**src/rtl/bsg_tag_serial_pkg.sv**
```systemverilog
// Shared types for the serial bsg_tag decoder: FSM states,
// header struct macro and small width helpers.

`ifndef BSG_SAFE_CLOG2
`define BSG_SAFE_CLOG2(x) (((x) <= 1) ? 1 : $clog2(x))
`endif

// Field order puts nodeID in the LSBs, so a right-shifting
// LSB-first register fills the struct directly.
`define DECLARE_BSG_TAG_SERIAL_HEADER_S(lg_els, lg_len) \
    typedef struct packed {                            \
        logic [lg_len-1:0] len;                        \
        logic              data_not_reset;             \
        logic [lg_els-1:0] node_id;                    \
    } bsg_tag_serial_header_s

package bsg_tag_serial_pkg;

    typedef enum logic [2:0] {
        IDLE,
        HEADER,
        PAYLOAD,
        DISCARD,
        DONE
    } bsg_tag_serial_state_e;

    function automatic int max2(input int a, input int b);
        return (a > b) ? a : b;
    endfunction

endpackage

```
**src/rtl/bsg_tag_serial_shifter.sv**
```systemverilog
// Enable-gated LSB-first shift register with clear.
// Ports: clk_i, reset_i, clear_i, en_i, data_i -> data_o[width_p].

module bsg_tag_serial_shifter #(
    parameter int width_p = 8
) (
    input  logic               clk_i,
    input  logic               reset_i,
    input  logic               clear_i,
    input  logic               en_i,
    input  logic               data_i,
    output logic [width_p-1:0] data_o
);

    logic [width_p-1:0] data_q;

    // New bits enter at the MSB; the first bit ends in bit 0.
    always_ff @(posedge clk_i) begin
        if (reset_i || clear_i) begin
            data_q <= '0;
        end else if (en_i) begin
            data_q <= {data_i, data_q[width_p-1:1]};
        end
    end

    assign data_o = data_q;

endmodule

```
**src/rtl/bsg_tag_serial_decoder.sv**
```systemverilog
// Serial bsg_tag receive endpoint: start bit, header, payload.
// Ports: clk_i, reset_i, tag_en_i/tag_data_i in; v_o/yumi_i,
// node_id_o, data_not_reset_o, len_o, payload_o, err_len_o,
// overflow_o out.

module bsg_tag_serial_decoder
    import bsg_tag_serial_pkg::*;
#(
    parameter int els_p               = 16,
    parameter int max_payload_width_p = 16,
    localparam int lg_els_lp = `BSG_SAFE_CLOG2(els_p),
    localparam int lg_len_lp =
        `BSG_SAFE_CLOG2(max_payload_width_p + 1)
) (
    input  logic                           clk_i,
    input  logic                           reset_i,
    input  logic                           tag_en_i,
    input  logic                           tag_data_i,
    output logic                           v_o,
    input  logic                           yumi_i,
    output logic [lg_els_lp-1:0]           node_id_o,
    output logic                           data_not_reset_o,
    output logic [lg_len_lp-1:0]           len_o,
    output logic [max_payload_width_p-1:0] payload_o,
    output logic                           err_len_o,
    output logic                           overflow_o
);

    localparam int hdr_w_lp = lg_els_lp + 1 + lg_len_lp;
    localparam int cnt_w_lp =
        `BSG_SAFE_CLOG2(max2(hdr_w_lp, 1 << lg_len_lp));
    localparam int pw_lp = max_payload_width_p;

    `DECLARE_BSG_TAG_SERIAL_HEADER_S(lg_els_lp, lg_len_lp);

    bsg_tag_serial_state_e    state_q;
    logic [cnt_w_lp-1:0]      cnt_q;
    logic [hdr_w_lp-1:0]      hdr_raw;
    logic [pw_lp-1:0]         pay_raw;
    bsg_tag_serial_header_s   hdr_q;
    bsg_tag_serial_header_s   hdr_d;
    logic                     start;
    logic                     hdr_en;
    logic                     pay_en;
    logic [cnt_w_lp-1:0]      len_m1;
    logic                     hdr_last;
    logic                     too_long;

    logic                     v_q;
    logic [lg_els_lp-1:0]     node_q;
    logic                     dnr_q;
    logic [lg_len_lp-1:0]     len_q;
    logic [pw_lp-1:0]         pay_q;
    logic                     err_q;
    logic                     ovf_q;

    assign start  = (state_q == IDLE) && tag_en_i && tag_data_i;
    assign hdr_en = (state_q == HEADER) && tag_en_i;
    assign pay_en = (state_q == PAYLOAD) && tag_en_i;

    bsg_tag_serial_shifter #(.width_p(hdr_w_lp)) u_hdr (
        .clk_i   (clk_i),
        .reset_i (reset_i),
        .clear_i (start),
        .en_i    (hdr_en),
        .data_i  (tag_data_i),
        .data_o  (hdr_raw)
    );

    bsg_tag_serial_shifter #(.width_p(pw_lp)) u_pay (
        .clk_i   (clk_i),
        .reset_i (reset_i),
        .clear_i (start),
        .en_i    (pay_en),
        .data_i  (tag_data_i),
        .data_o  (pay_raw)
    );

    assign hdr_q = hdr_raw;
    // Header as it will look once the current bit is shifted in;
    // needed to route on len while its MSB is still on the wire.
    assign hdr_d = {tag_data_i, hdr_raw[hdr_w_lp-1:1]};

    assign len_m1   = cnt_w_lp'(hdr_q.len) - cnt_w_lp'(1);
    assign hdr_last = (cnt_q == cnt_w_lp'(hdr_w_lp - 1));
    assign too_long = hdr_d.len > lg_len_lp'(pw_lp);

    always_ff @(posedge clk_i) begin
        if (reset_i) begin
            state_q <= IDLE;
            cnt_q   <= '0;
            v_q     <= 1'b0;
            node_q  <= '0;
            dnr_q   <= 1'b0;
            len_q   <= '0;
            pay_q   <= '0;
            err_q   <= 1'b0;
            ovf_q   <= 1'b0;
        end else begin
            err_q <= 1'b0;
            if (yumi_i) begin
                v_q <= 1'b0;
            end
            unique case (state_q)
                IDLE: begin
                    cnt_q <= '0;
                    if (start) begin
                        state_q <= HEADER;
                    end
                end
                HEADER: if (tag_en_i) begin
                    if (hdr_last) begin
                        cnt_q <= '0;
                        if (hdr_d.len == '0) begin
                            state_q <= DONE;
                        end else if (too_long) begin
                            state_q <= DISCARD;
                        end else begin
                            state_q <= PAYLOAD;
                        end
                    end else begin
                        cnt_q <= cnt_q + 1'b1;
                    end
                end
                PAYLOAD: if (tag_en_i) begin
                    if (cnt_q == len_m1) begin
                        cnt_q   <= '0;
                        state_q <= DONE;
                    end else begin
                        cnt_q <= cnt_q + 1'b1;
                    end
                end
                DISCARD: if (tag_en_i) begin
                    if (cnt_q == len_m1) begin
                        cnt_q   <= '0;
                        state_q <= IDLE;
                        err_q   <= 1'b1;
                    end else begin
                        cnt_q <= cnt_q + 1'b1;
                    end
                end
                DONE: begin
                    state_q <= IDLE;
                    cnt_q   <= '0;
                    if (!v_q || yumi_i) begin
                        v_q    <= 1'b1;
                        node_q <= hdr_q.node_id;
                        dnr_q  <= hdr_q.data_not_reset;
                        len_q  <= hdr_q.len;
                        // Payload sits in the top len bits;
                        // align it down to bit 0.
                        pay_q  <= pay_raw >>
                            (lg_len_lp'(pw_lp) - hdr_q.len);
                    end else begin
                        ovf_q <= 1'b1;
                    end
                end
                default: begin
                    state_q <= IDLE;
                    cnt_q   <= '0;
                end
            endcase
        end
    end

    assign v_o              = v_q;
    assign node_id_o        = node_q;
    assign data_not_reset_o = dnr_q;
    assign len_o            = len_q;
    assign payload_o        = pay_q;
    assign err_len_o        = err_q;
    assign overflow_o       = ovf_q;

endmodule
```
**config.mk**
```make
export PLATFORM = sky130hd
export DESIGN_NAME = bsg_tag_serial_decoder
export DESIGN_NICKNAME = d
export VERILOG_FILES = /design/src/rtl/bsg_tag_serial_pkg.sv /design/src/rtl/bsg_tag_serial_shifter.sv /design/src/rtl/bsg_tag_serial_decoder.sv
export SDC_FILE = /design/constraint.sdc
export NUM_CORES = 1
export LEC_CHECK = 0
export ABC_AREA = 0
export BUFFER_PORTS_ARGS = -buffer_cell sky130_fd_sc_hd__buf_2
export CORE_ASPECT_RATIO = 1.1
export CORE_UTILIZATION = 45
export CTS_CLUSTER_DIAMETER = 100
export CTS_CLUSTER_SIZE = 12
export DETAILED_ROUTE_END_ITERATION = 10
export GPL_ROUTABILITY_DRIVEN = 0
export PLACE_DENSITY_LB_ADDON = 0.05
export REMOVE_ABC_BUFFERS = 1
export SLEW_MARGIN = 10
export SYNTH_ARGS = -nofsm -noshare
export SYNTH_HDL_FRONTEND = slang
export SYNTH_HIERARCHICAL = 1
export SYNTH_SLANG_ARGS = --single-unit
```
**constraint.sdc**
```tcl
create_clock -name clk_i -period 2.15 [get_ports clk_i]
set_input_delay 0.3225 -clock clk_i [delete_from_list [all_inputs] [get_ports clk_i]]
set_output_delay 0.3225 -clock clk_i [all_outputs]
set_load 0.03 [all_outputs]
```
==> out/qor.json <==
{
  "number_of_register_bits_inferred_by_synthesis": {"value": 63},
  "number_of_global_route_vias_before_repair": {"value": 2611},
  "h-tree-depth": {"value": 3},
  "failed_checks": {"value": "design-rule violations"},
  "synth_flop_cell": {"value": "sky130_fd_sc_hd__dfxtp_1"},
  "floorplan.core_area": {"value": 7170, "unit": "um2"},
  "setup.worst_path.end_class": {"value": "flip-flop"},
  "overall_track_demand_over_capacity_in_global_routing": {"value": 0.204},
  "dieHeight": {"value": 93.1, "unit": "um"},
  "maxSlewHeadroom": {"value": 0.594},
  "antenna_violations_before_repair": {"value": 0},
  "clkSinkCount": {"value": 63},
  "worst_r2r_path_depth": {"value": 9},
  "timing.critical_path.cells": {"value": "inv_1, buf_4, ha_2, buf_4, nor2b_1, a2111oi_0, a211o_1, nand4_1, a31oi_1"},
  "die_area": {"value": 7900, "unit": "um2"},
  "hold_buffers": {"value": 0},
  "netlist_area": {"value": 3400, "unit": "um2"},
  "worst_setup_path_start_kind": {"value": "flip-flop"},
  "largest_net_degree_at_the_start_of_global_routing": {"value": 33},
  "static-leakage-power": {"value": 1.50, "unit": "nW"},
  "synth_edf_count": {"value": 0},
  "syn_to_final_growth": {"value": 14.8, "unit": "%"},
  "final_antenna_net_count": {"value": 0},
  "final_report_hold_violation_count": {"value": 0},
  "routed-via-count": {"value": 2756},
  "detail_route.wirelength": {"value": 7390, "unit": "um"},
  "synth.distinct_cells": {"value": 52},
  "hold_depth": {"value": 3},
  "rows": {"value": 32},
  "grt_remaining_overflow": {"value": 0},
  "cp.required": {"value": 2420, "unit": "ps"},
  "cts-buffers-inserted": {"value": 9},
  "regToRegEndpoint": {"value": "payload_o[6]"},
  "clk-insertion-delay-late": {"value": 340, "unit": "ps"},
  "cts.reportedPaths.clkPinSlew": {"value": 80, "unit": "ps"},
  "hpwlAfterDp": {"value": 5270, "unit": "um"},
  "timing.hold.worst.start": {"value": "tag_en_i"},
  "timing.final.crit_share": {"value": 0.957},
  "grt_first_pass_wirelength": {"value": 12700, "unit": "um"},
  "crit_type": {"value": "flip-flop to flip-flop"},
  "layout.core_utilization": {"value": 0.544},
  "layout-drive-gt1-share": {"value": 0.245},
  "unrepaired_setup_endpoints_after_global_routing": {"value": "true"},
  "power_density": {"value": 603, "unit": "nW/um2"},
  "fin_total_pwr": {"value": 2.35, "unit": "mW"},
  "max_freq": {"value": 486, "unit": "MHz"},
  "crit_path_frequent_cell": {"value": "sky130_fd_sc_hd__buf_4"},
  "final.min_clock_period": {"value": 2060, "unit": "ps"},
  "post_route_drc_violation_count": {"value": 2},
  "synth-seq-area-share": {"value": 0.371},
  "syn_area_per_cell": {"value": 8.89, "unit": "um2"},
  "postCtsSetupBuffers": {"value": 0},
  "io-pin-count": {"value": 34},
  "hold_path.class": {"value": "input port to flip-flop"},
  "status": {"value": "finished, violations left"},
  "critPathBufInv": {"value": 3},
  "arrival": {"value": 2330, "unit": "ps"},
  "worst_path_largest_cell_delay": {"value": 430, "unit": "ps"},
  "synth-warning-count": {"value": 6},
  "die_w": {"value": 84.8, "unit": "um"},
  "initial_utilization": {"value": 0.474},
  "setup_viol": {"value": 0},
  "largest_fanout_on_the_critical_path": {"value": 11},
  "finish.net_count": {"value": 432},
  "worst_slew_pin_slew": {"value": 608, "unit": "ps"},
  "final_hold_slack": {"value": 315, "unit": "ps"},
  "syn_inst": {"value": 382},
  "route.detailed.wl_per_inst": {"value": 14.4, "unit": "um"},
  "cts_max_path_buffers": {"value": 2},
  "crit_slowest_cell": {"value": "sky130_fd_sc_hd__a2111oi_0"},
  "slew_viol_final": {"value": 0},
  "cts_root_buf": {"value": "sky130_fd_sc_hd__clkbuf_8"},
  "vdd_drop_max": {"value": 0.000379, "unit": "V"},
  "place.port_buffers": {"value": 33},
  "holdPathEnd": {"value": "err_len_o"},
  "avgViaCountPerCell": {"value": 5.37},
  "antennaDiodeCount": {"value": 0},
  "rrSetupSlack": {"value": 90, "unit": "ps"},
  "clock_tree_from_tritoncts": {"value": "done"},
  "detailedRoute.firstPassIterationCount": {"value": 10},
  "worst_path_dominant_cell_family": {"value": "compound AO/OA/AOI/OAI gates"},
  "cap_violations": {"value": 0},
  "worstReg2RegStart": {"value": "u_hdr/data_o[5]"},
  "finalClockSkew": {"value": 7.47, "unit": "ps"},
  "synth-async-reset-ratio": {"value": 0},
  "drtIter0Drc": {"value": 143}
}
==> layout by cell type (no fill, tap or decap), types with 2 or more instances in the layout <==
cell                       instances
sky130_fd_sc_hd__o221ai_1          3
sky130_fd_sc_hd__nor3_1            2
sky130_fd_sc_hd__o21ai_0           6
sky130_fd_sc_hd__and3_1            3
sky130_fd_sc_hd__mux2i_1          38
sky130_fd_sc_hd__mux2_2           11
sky130_fd_sc_hd__ha_1              2
sky130_fd_sc_hd__clkbuf_8         10
sky130_fd_sc_hd__buf_2            33
sky130_fd_sc_hd__nor4_1            3
sky130_fd_sc_hd__o211ai_1          3
sky130_fd_sc_hd__dfxtp_1          63
sky130_fd_sc_hd__a22oi_1           4
sky130_fd_sc_hd__nor2b_1           6
sky130_fd_sc_hd__and2_1            3
sky130_fd_sc_hd__o31a_1            2
sky130_fd_sc_hd__xor2_1            4
sky130_fd_sc_hd__clkinv_4          2
sky130_fd_sc_hd__nor4_2            3
sky130_fd_sc_hd__nand4_1           2
sky130_fd_sc_hd__a32oi_1           4
sky130_fd_sc_hd__a31oi_1           4
sky130_fd_sc_hd__o21ai_1           8
sky130_fd_sc_hd__nand2b_1          3
sky130_fd_sc_hd__inv_1             9
sky130_fd_sc_hd__mux4_2            6
sky130_fd_sc_hd__a22oi_2           2
sky130_fd_sc_hd__buf_4            24
sky130_fd_sc_hd__a21oi_1          17
sky130_fd_sc_hd__nand3_1           9
sky130_fd_sc_hd__xnor2_1           5
sky130_fd_sc_hd__nor2_1           59
sky130_fd_sc_hd__nor3b_2           2
sky130_fd_sc_hd__nand2_1          50
==> cells in the mapped netlist, drive strengths merged (3+ instances only) <==
| cell type | number | area [um2] |
|---|---|---|
| xnor2 | 5 | 43.8 |
| nand3 | 9 | 45.0 |
| o21ai | 14 | 70.1 |
| buf | 19 | 160 |
| and2 | 3 | 18.8 |
| a31oi | 4 | 25.0 |
| mux4 | 6 | 135 |
| o211ai | 3 | 22.5 |
| a21oi | 18 | 93.8 |
| a22oi | 6 | 50.1 |
| nor3 | 3 | 15.0 |
| clkbuf | 8 | 31.3 |
| and3 | 3 | 18.8 |
| nor4 | 6 | 56.3 |
| inv | 9 | 33.8 |
| dfxtp | 63 | 1260 |
| mux2 | 11 | 124 |
| xor2 | 5 | 51.3 |
| nor2b | 6 | 37.5 |
| a32oi | 4 | 35.0 |
| nor2 | 59 | 221 |
| ha | 4 | 50.1 |
| mux2i | 39 | 390 |
| nand2b | 4 | 32.5 |
| nand2 | 50 | 188 |
| o221ai | 3 | 26.3 |
==> power by group <==
group / leakage [nW] / switching (mW) / total, mW / internal (mW)
clock network: 0.103 / 0.498 / 1.07 / 0.573
logic: 0.885 / 0.0616 / 0.0974 / 0.0357
registers: 0.507 / 0.0132 / 1.18 / 1.17
total: 1.50 / 0.573 / 2.35 / 1.78
==> repair_timing <==
action	CTS	global route
cloned	0	0
setup endpoints to repair	3	21
gates resized for setup	1	5
==> per-layer routing <==
layer  routed length, um  up-vias  part of all wire  GRT usage
li1                    -     1418                 -          -
met1                3510     1284              0.47      0.260
met2                3550       47              0.48      0.337
met3                 251        7             0.034     0.0450
met4                  79        0             0.011     0.0819
met5                   0        -                 0          0
==> sequential cells by signal, indices dropped and copies added, names as in the netlist <==
name	count
state_q	3
cnt_q	5
node_id_o	4
err_len_o	1
len_o	5
overflow_o	1
data_not_reset_o	1
payload_o	16
u_hdr/data_o	10
v_o	1
u_pay/data_o	16
==> worst max-delay path by stage <==
stage / from / end / slack, ps / cells after the start
2_1_floorplan: u_hdr/data_o[5] / payload_o[8] / -950 / 6
3_3_place_gp: u_hdr/data_o[6] / payload_o[8] / 20 / 6
3_5_place_dp: u_hdr/data_o[6] / payload_o[8] / -20 / 6
4_1_cts: u_hdr/data_o[5] / payload_o[7] / 50 / 9
5_1_grt: u_hdr/data_o[5] / payload_o[9] / -20 / 8
6_report: u_hdr/data_o[5] / payload_o[6] / 90 / 9
==> logic make-up after synthesis <==
kind of cell	Yosys count	synth area share
AOI/OAI and AO/OA	59	0.113
xor gates and xnor gates	10	0.0280
adders and majority gates	4	0.0147
buffers and inverters	36	0.0663
DFF	63	0.371
muxes	56	0.191
and+or+nand+nor	154	0.216
==> cell type report <==
type,instances,area [um2]
timing repair buffer,57,345
fill,681,3270
inverter,9,33.8
sequential,63,1260
tap,85,106
clock buffer,10,138
clock inverter,6,68.8
multi-input combinational,283,1950
==> worst reg2reg max path, stage by stage, from the launching register on <==
cell                        delay [ps]
sky130_fd_sc_hd__dfxtp_1           330
sky130_fd_sc_hd__inv_1              80
sky130_fd_sc_hd__buf_4             190
sky130_fd_sc_hd__ha_2              230
sky130_fd_sc_hd__buf_4             160
sky130_fd_sc_hd__nor2b_1           130
sky130_fd_sc_hd__a2111oi_0         430
sky130_fd_sc_hd__a211o_1           180
sky130_fd_sc_hd__nand4_1            90
sky130_fd_sc_hd__a31oi_1           180
==> through the flow <==
stage	cell area (um2)	setup TNS (ps)	std cells	worst slack (ps)
after global routing	3900	-30.8	513	-15.6
after detailed placement	3660	-33.9	497	-23.6
after CTS	3870	0	513	45.6
final	3900	0	513	93.1
after global placement	3660	0	497	18.4
after floorplan	3200	-24240	355	-946
(Power assumes the default switching activity.)
